===== src/rtl/mem_access_stage.sv =====
// rtl/mem_access_stage.sv - RV32 memory-access stage with ready-handshaked data port and MEM/WB register
//
// Consumes EX/MEM outputs, aligns byte/half/word stores and loads, stalls the
// upstream pipeline while the data memory is busy, times out stuck requests,
// and registers results into MEM/WB.
//
// Ports:
//   clk, rst                              clock, synchronous active-high reset
//   memread_MEM, memwrite_MEM             access type (both set = store)
//   memtoreg_MEM, regwrite_MEM            write-back controls
//   fun3_MEM                              size/sign: 000 B, 001 H, 010 W, 100 BU, 101 HU
//   alu_MEM                               byte address / ALU result
//   writedata_MEM                         low-aligned store data
//   rd_MEM                                destination register
//   dmem_req/we/addr/wdata/be             data-memory request side
//   dmem_rdata, dmem_ready                data-memory response side
//   stall_mem                             freeze PC, IF/ID, ID/EX, EX/MEM
//   regwrite_WB, memtoreg_WB, rd_WB,
//   alu_WB, load_WB                       MEM/WB register
//   misalign_WB, buserr_WB                one-cycle fault flags
module mem_access_stage #(
    parameter int MAX_WAIT = 16
) (
    input  logic        clk,
    input  logic        rst,
    input  logic        memread_MEM,
    input  logic        memwrite_MEM,
    input  logic        memtoreg_MEM,
    input  logic        regwrite_MEM,
    input  logic [2:0]  fun3_MEM,
    input  logic [31:0] alu_MEM,
    input  logic [31:0] writedata_MEM,
    input  logic [4:0]  rd_MEM,
    output logic        dmem_req,
    output logic        dmem_we,
    output logic [31:0] dmem_addr,
    output logic [31:0] dmem_wdata,
    output logic [3:0]  dmem_be,
    input  logic [31:0] dmem_rdata,
    input  logic        dmem_ready,
    output logic        stall_mem,
    output logic        regwrite_WB,
    output logic        memtoreg_WB,
    output logic [4:0]  rd_WB,
    output logic [31:0] alu_WB,
    output logic [31:0] load_WB,
    output logic        misalign_WB,
    output logic        buserr_WB
);

    localparam int CW = $clog2(MAX_WAIT) + 1;
    localparam logic [CW-1:0] LAST_WAIT = CW'(MAX_WAIT - 1);

    typedef enum logic {S_IDLE, S_WAIT} state_t;

    state_t        state, state_next;
    logic [CW-1:0] wait_cnt, wait_cnt_next;

    logic        valid;
    logic        misaligned;
    logic        timeout;
    logic        complete;
    logic [7:0]  byte_sel;
    logic [15:0] half_sel;
    logic [31:0] load_ext;

    assign valid = memread_MEM | memwrite_MEM;

    always_comb begin
        misaligned = 1'b0;
        case (fun3_MEM)
            3'b001, 3'b101: misaligned = alu_MEM[0];
            3'b010:         misaligned = (alu_MEM[1:0] != 2'b00);
            3'b011, 3'b110, 3'b111: misaligned = 1'b1;
            default:        misaligned = 1'b0;
        endcase
        misaligned = misaligned & valid;
    end

    // A request in WAIT is held regardless of inputs: the stall freezes EX/MEM.
    assign timeout   = (state == S_WAIT) && !dmem_ready && (wait_cnt == LAST_WAIT);
    assign dmem_req  = !rst && ((state == S_WAIT) || (valid && !misaligned));
    assign stall_mem = dmem_req && !dmem_ready && !timeout;
    assign complete  = dmem_req && dmem_ready;

    assign dmem_we   = memwrite_MEM;
    assign dmem_addr = {alu_MEM[31:2], 2'b00};

    always_comb begin
        dmem_wdata = writedata_MEM;
        dmem_be    = 4'b1111;
        if (memwrite_MEM) begin
            case (fun3_MEM[1:0])
                2'b00: begin
                    dmem_wdata = {4{writedata_MEM[7:0]}};
                    dmem_be    = 4'b0001 << alu_MEM[1:0];
                end
                2'b01: begin
                    dmem_wdata = {2{writedata_MEM[15:0]}};
                    dmem_be    = alu_MEM[1] ? 4'b1100 : 4'b0011;
                end
                default: begin
                    dmem_wdata = writedata_MEM;
                    dmem_be    = 4'b1111;
                end
            endcase
        end
    end

    always_comb begin
        case (alu_MEM[1:0])
            2'b00:   byte_sel = dmem_rdata[7:0];
            2'b01:   byte_sel = dmem_rdata[15:8];
            2'b10:   byte_sel = dmem_rdata[23:16];
            default: byte_sel = dmem_rdata[31:24];
        endcase
        half_sel = alu_MEM[1] ? dmem_rdata[31:16] : dmem_rdata[15:0];
        case (fun3_MEM)
            3'b000:  load_ext = {{24{byte_sel[7]}}, byte_sel};
            3'b001:  load_ext = {{16{half_sel[15]}}, half_sel};
            3'b100:  load_ext = {24'd0, byte_sel};
            3'b101:  load_ext = {16'd0, half_sel};
            default: load_ext = dmem_rdata;
        endcase
    end

    always_ff @(posedge clk) begin
        if (rst) begin
            state    <= S_IDLE;
            wait_cnt <= '0;
        end else begin
            state    <= state_next;
            wait_cnt <= wait_cnt_next;
        end
    end

    always_comb begin
        state_next    = S_IDLE;
        wait_cnt_next = '0;
        case (state)
            S_IDLE: begin
                if (stall_mem) begin
                    state_next    = S_WAIT;
                    wait_cnt_next = CW'(1);
                end
            end
            S_WAIT: begin
                if (stall_mem) begin
                    state_next    = S_WAIT;
                    wait_cnt_next = wait_cnt + CW'(1);
                end
            end
            default: begin
                state_next    = S_IDLE;
                wait_cnt_next = '0;
            end
        endcase
    end

    always_ff @(posedge clk) begin
        if (rst || stall_mem) begin
            regwrite_WB <= 1'b0;
            memtoreg_WB <= 1'b0;
            rd_WB       <= '0;
            alu_WB      <= '0;
            load_WB     <= '0;
            misalign_WB <= 1'b0;
            buserr_WB   <= 1'b0;
        end else begin
            regwrite_WB <= regwrite_MEM && !misaligned && !timeout;
            memtoreg_WB <= memtoreg_MEM;
            rd_WB       <= rd_MEM;
            alu_WB      <= alu_MEM;
            load_WB     <= (complete && !memwrite_MEM) ? load_ext : 32'd0;
            misalign_WB <= misaligned;
            buserr_WB   <= timeout;
        end
    end

endmodule


===== config.mk =====
export PLATFORM = sky130hd
export DESIGN_NAME = mem_access_stage
export DESIGN_NICKNAME = d
export VERILOG_FILES = /design/src/rtl/mem_access_stage.sv
export SDC_FILE = /design/constraint.sdc
export NUM_CORES = 1
export LEC_CHECK = 0
export CAP_MARGIN = 0
export CORE_ASPECT_RATIO = 2
export CORE_MARGIN = 10
export CORE_UTILIZATION = 35
export CTS_BUF_LIST = sky130_fd_sc_hd__clkbuf_8
export DETAILED_ROUTE_END_ITERATION = 16
export GPL_TIMING_DRIVEN = 0
export HOLD_SLACK_MARGIN = 0.08
export PLACE_DENSITY = 0.82
export SYNTH_ARGS = -nofsm -noshare
export SYNTH_HDL_FRONTEND = slang
export SYNTH_SLANG_ARGS = --single-unit

===== constraint.sdc =====
create_clock -name clk -period 2.15 [get_ports clk]
set_input_delay 0.43 -clock clk [delete_from_list [all_inputs] [get_ports clk]]
set_output_delay 0.43 -clock clk [all_outputs]
set_load 0.02 [all_outputs]

# Word-level counts from Yosys, hierarchy flattened
# Index checks and enable logic that the tools add are counted.
# W data, S select, Z words.
# classes
shift,1
bitwise,4
add_sub_neg,1
mux,13
reduce_logical,24
eq_ne,11
# op_table
cell,n
$pmux W32 S4,1
$pmux W32 S2,1
$mux W32,1
$pmux W8 S3,1
$mux W16,1
$eq A3 B3 Y1 const B,4
$logic_and A1 B1 Y1,10
$pmux W5 S2,1
$mux W4,2
$pmux W4 S2,1
$eq A3 B2 Y1 const B,2
$add A5 B1 Y5 const B,1
$eq A5 B4 Y1 const B,1
$logic_not A1 Y1,5
$mux W5,1
$eq A2 B1 Y1 const B,2
$logic_not A2 Y1,2
$reduce_or A2 Y1,2
$shl A1 B2 Y4 const A,1
$eq A3 B1 Y1 const B,1
$logic_not A3 Y1,1
$pmux W1 S3,1
$reduce_or A3 Y1,1
$eq A2 B2 Y1 const B,1
other kinds (6),9
# totals
out_inout_bits,144
register_bits,79
inputBits,111

# Depth between registers and ports, before layout
# depth
word_depth,12
mapped_depth,8
ltp_nobuf,6

# Least setup slack after synthesis
# Ideal clock, no wire load.
# synth_path
path_kind,input-to-output
startpoint,input fun3_MEM[1]
endpoint,output dmem_wdata[10]
arrival_ns,1.660
path_slack_ns,0.060
path_stages,5
cell_sequence,buf_2 inv_1 nand2_1 nor2_1 mux2_2
# synth_via
elab_chain_len,3
elab_cells_between_ends,4
classes_between,eq/ne (1); mux (2); reduce/logical (1)
# synth_rtl
item,line_no,source
"start, declared",30,"input logic [2:0] fun3_MEM,"
$eq A2 B1 Y1 or $logic_not A2 Y1 (tied branches),93,case (fun3_MEM[1:0])
$pmux W32 S2 (*),93,
$mux W32 (*),92,if (memwrite_MEM) begin
"end, declared",37,"output logic [31:0] dmem_wdata,"
# Mark *: on every way between the ends. The rest lies on a longest branch, timed or not.

# Worst setup path in the final report
# layout_path
startpoint,input fun3_MEM[0]
endpoint,output stall_mem
# layout_via
elab_chain_len,10
elab_cells_between_ends,16
classes_between,eq/ne (6); mux (1); bitwise (1); reduce/logical (8)
# layout_rtl
item,line_no,source
"$eq A3 B2 Y1, or another cell as far along",71,case (fun3_MEM)
$reduce_or A3 Y1 or $reduce_or A2 Y1 (tied branches),71,
$pmux W1 S3 (*),71,
$and A1 B1 Y1 (*),77,misaligned = misaligned & valid;
$logic_not A1 Y1 (*),82,assign dmem_req = !rst && ((state == S_WAIT) || (valid && !misaligned));
$logic_and A1 B1 Y1 (*),82,
$logic_or A1 B1 Y1 (*),82,
$logic_and A1 B1 Y1 (*),82,
$logic_and A1 B1 Y1 (*) (2 in series),83,assign stall_mem = dmem_req && !dmem_ready && !timeout;
"end, declared",41,"output logic stall_mem,"
# Marked as above.

==> flow_metrics.py <==
metrics = {
    "grt": {
        "overflow": 0,
        "grt_pass1_wl_um": 21670,
        "grt_pass1_vias": 4119,
        "grt_max_degree": 14,
        "antenna_found_initial": 0,
        "grt_usage_pct": 18.84,
    },
    "worst_setup_path": {
        "reg2reg_slack_ps": 200,
        "critPathBufInv": 2,
        "max_stage_delay_ps": 450,
        "cp-end-kind": "output port",
        "setup.worst_path.end": "stall_mem",
        "critPathTopFamily": "simple AND/OR/NAND/NOR gates",
        "crit_chain": "buf_2, a21oi_1, o22ai_2, or4_4, nand2_2, buf_6",
        "ff2ff_path_depth": 8,
        "r2r_start": "wait_cnt[0]",
        "rr_endpoint": "alu_WB[29]",
        "start_kind": "primary input",
        "cp.required_ps": 1720,
        "crit_type": "primary input to output port",
        "cp_max_fo": 9,
        "worstPathArrival_ps": 1750,
        "startpoint": "fun3_MEM[0]",
        "crit_slowest_cell": "or4_4",
        "crit_cells": 6,
    },
    "sta": {
        "finalCritPeriodShare_pct": 101.4,
        "finalHoldViolations": 0,
        "setup_viol": 1,
        "setup_ws_ps": -30.43,
        "clock.fmax_mhz": 458.6,
        "slew_violations": 0,
        "rsz0062_at_grt": "yes",
        "period_needed_ps": 2180,
        "finalClockSkew_ps": 12.13,
    },
    "power_and_ir_drop": {
        "peakVddDrop_mv": 0.2651,
        "cellLeakagePower_nw": 2.688,
        "power_mw": 3.734,
        "power_density_nw_per_um2": 582.6,
    },
    "finish": {
        "diodes": 0,
        "multi_input_area_um2": 1504,
        "nFillCells": 810,
        "register_area_um2": 1584,
        "layout-drive-gt1-share_pct": 17.80,
        "num-nets-final": 772,
        "fin_util_pct": 65.64,
        "area.growth.synth_to_final_pct": 84.18,
    },
    "cts": {
        "cts_made_buffers": 9,
        "htreeDepth": 3,
        "root_buffer": "clkbuf_8",
        "clk_pin_slew_worst_paths_ps": 70,
        "cts-hold-fix-buffers": 0,
        "insertion_delay_ps": 350,
        "clock-sinks": 79,
        "tritoncts": "done",
        "clockBufferDepth": 2,
    },
    "drt": {
        "wire_per_inst_um": 18.00,
        "route.detailed.drc": 0,
        "num_vias": 3789,
        "drt_iter0_drc": 98,
        "firstDrtPassIters": 4,
        "drtAntennaViolNets": 0,
        "wirelength_um": 14310,
        "via_per_inst": 4.766,
    },
    "yosys": {
        "seq_area_frac_synth_pct": 45.45,
        "netlist_instances": 396,
        "syn_avg_cell_area_um2": 8.787,
        "ys_ff_latch": 79,
        "synth_area_um2": 3480,
        "yosys.area.top_type": "dfxtp_1",
        "synth_area_leaders": "dfxtp_1 (45%), buf_4 (9.3%), and2_1 (6.8%)",
        "synthArstFlopShare_pct": 0,
        "post-synth-top-count-cell": "dfxtp_1",
        "synthTopCellsByCount": "dfxtp_1 (79), nand2_1 (50), buf_4 (43)",
        "synth_top_cell_area_share_pct": 45.45,
        "synth_edf_count": 0,
        "synth.distinct_cells": 43,
        "synthFlopType": "dfxtp_1",
        "yosysWarnings": 0,
    },
    "outcome": {
        "violations": "setup timing",
        "status": "complete, but fails checks",
    },
    "floorplanning": {
        "core-area_um2": 9763,
        "row_count": 51,
        "fp.dieH_um": 161.0,
        "dieArea_um2": 14570,
        "io_pins": 255,
        "initial_utilization_pct": 35.64,
        "die_w_um": 90.51,
    },
    "placed_design": {
        "place.gp.congestion": 0.9212,
        "dp.final_hpwl_um": 12030,
        "port_buffers": 249,
    },
    "min_path": {
        "min_path_type": "primary input to flip-flop",
    },
    "job": {
        "cap_viol_max_count": 0,
    },
}
## kinds of logic after synthesis
group | synth area share [%]
AND/OR/NAND/NOR | 21.11
other | 0.1078
buffers and inverters | 12.87
adder cells (fa/ha/maj) | 0.7191
XOR/XNOR | 0.5035
AO/OA/AOI/OAI | 11.33
flip-flops | 45.45
multiplexers | 7.911
## layer usage
layer / vias up / track usage (%) / part of all wire [%]
met5: - / 0 / 0
li1: 1798 / - / -
met1: 1701 / 16.09 / 30
met4: 0 / 11.79 / 5.8
met3: 48 / 9.331 / 12
met2: 242 / 33.75 / 51
## how the worst min path moves through the flow
stage                start  cells after the start  slack, ps           to
6_report        alu_MEM[0]                      2        400    alu_WB[0]
5_1_grt         alu_MEM[0]                      2        410    alu_WB[0]
4_1_cts         alu_MEM[0]                      2        380    alu_WB[0]
3_5_place_dp   wait_cnt[0]                      1        490  wait_cnt[0]
3_3_place_gp   wait_cnt[0]                      1        480  wait_cnt[0]
2_1_floorplan  wait_cnt[0]                      1        460  wait_cnt[0]
## state kept, by name (all words and copies together), names as in the netlist
| register | cells |
|---|---|
| alu_WB | 32 |
| state | 1 |
| wait_cnt | 5 |
| memtoreg_WB | 1 |
| load_WB | 32 |
| rd_WB | 5 |
| regwrite_WB | 1 |
| misalign_WB | 1 |
| buserr_WB | 1 |
## report_power, final
group          internal [mW]  switching [mW]  total (mW)
combinational          0.529           0.483        1.01
sequential              1.52          0.0159        1.54
clock                  0.671           0.513        1.18
## stage by stage
| stage | area [um2] | cells | worst slack, ps | TNS (ps) | hold WS [ps] |
|---|---|---|---|---|---|
| 2_1_floorplan | 3483 | 397 | 59.87 | 0 | 456.4 |
| 3_3_place_gp | 6141 | 778 | -1263 | -53260 | 484.1 |
| 3_5_place_dp | 6141 | 778 | -1279 | -55830 | 489.9 |
| 4_1_cts | 6405 | 795 | -138.7 | -138.7 | 383.8 |
| 5_1_grt | 6409 | 795 | -102.6 | -103.7 | 405.5 |
| 6_report | 6409 | 795 | -30.43 | -30.43 | 403.7 |
## layout by cell type (no fill, tap or decap), types with 2 or more instances in the layout
cell type        instances
a21oi_1                 36
o2111a_1                 2
clkbuf_1                 5
conb_1                   2
or3_1                    5
buf_2                    8
dfxtp_2                  2
mux2i_1                 14
mux2_2                  10
a32oi_1                  2
o22ai_1                  6
dfxtp_1                 77
clkdlybuf4s15_2          4
a22oi_1                  2
nor3_1                   4
bufinv_16                2
o21ai_0                  7
and3_1                   2
clkdlybuf4s50_1        211
buf_6                    2
clkdlybuf4s15_1          4
dlymetal6s2s_1           4
clkbuf_2                 9
buf_4                   50
clkinv_2                 2
nand4_1                  2
and2_1                  38
nand2_1                 48
dlygate4sd2_1           15
nor2_1                  36
inv_1                    9
nand2b_1                 2
nor3_2                   2
clkbuf_8                10
## what timing repair did
action,in CTS,in global routing
setup buffers,4,0
resized for setup,78,34
pin swaps,3,3
endpoints found under the setup margin,80,48
gates cloned,0,0
## area by class of cell
| class | count | share of cell area, % |
|---|---|---|
| Timing Repair Buffer | 253 | 38.73 |
| Multi-Input combinational cell | 245 | 23.47 |
| Inverter | 10 | 0.6248 |
| Clock inverter | 5 | 1.152 |
| Clock buffer | 10 | 2.148 |
| Buffer | 61 | 6.579 |
| Sequential cell | 79 | 24.72 |
| Tap cell | 132 | 2.577 |
No activity file was read; power rests on OpenSTA's default activity.
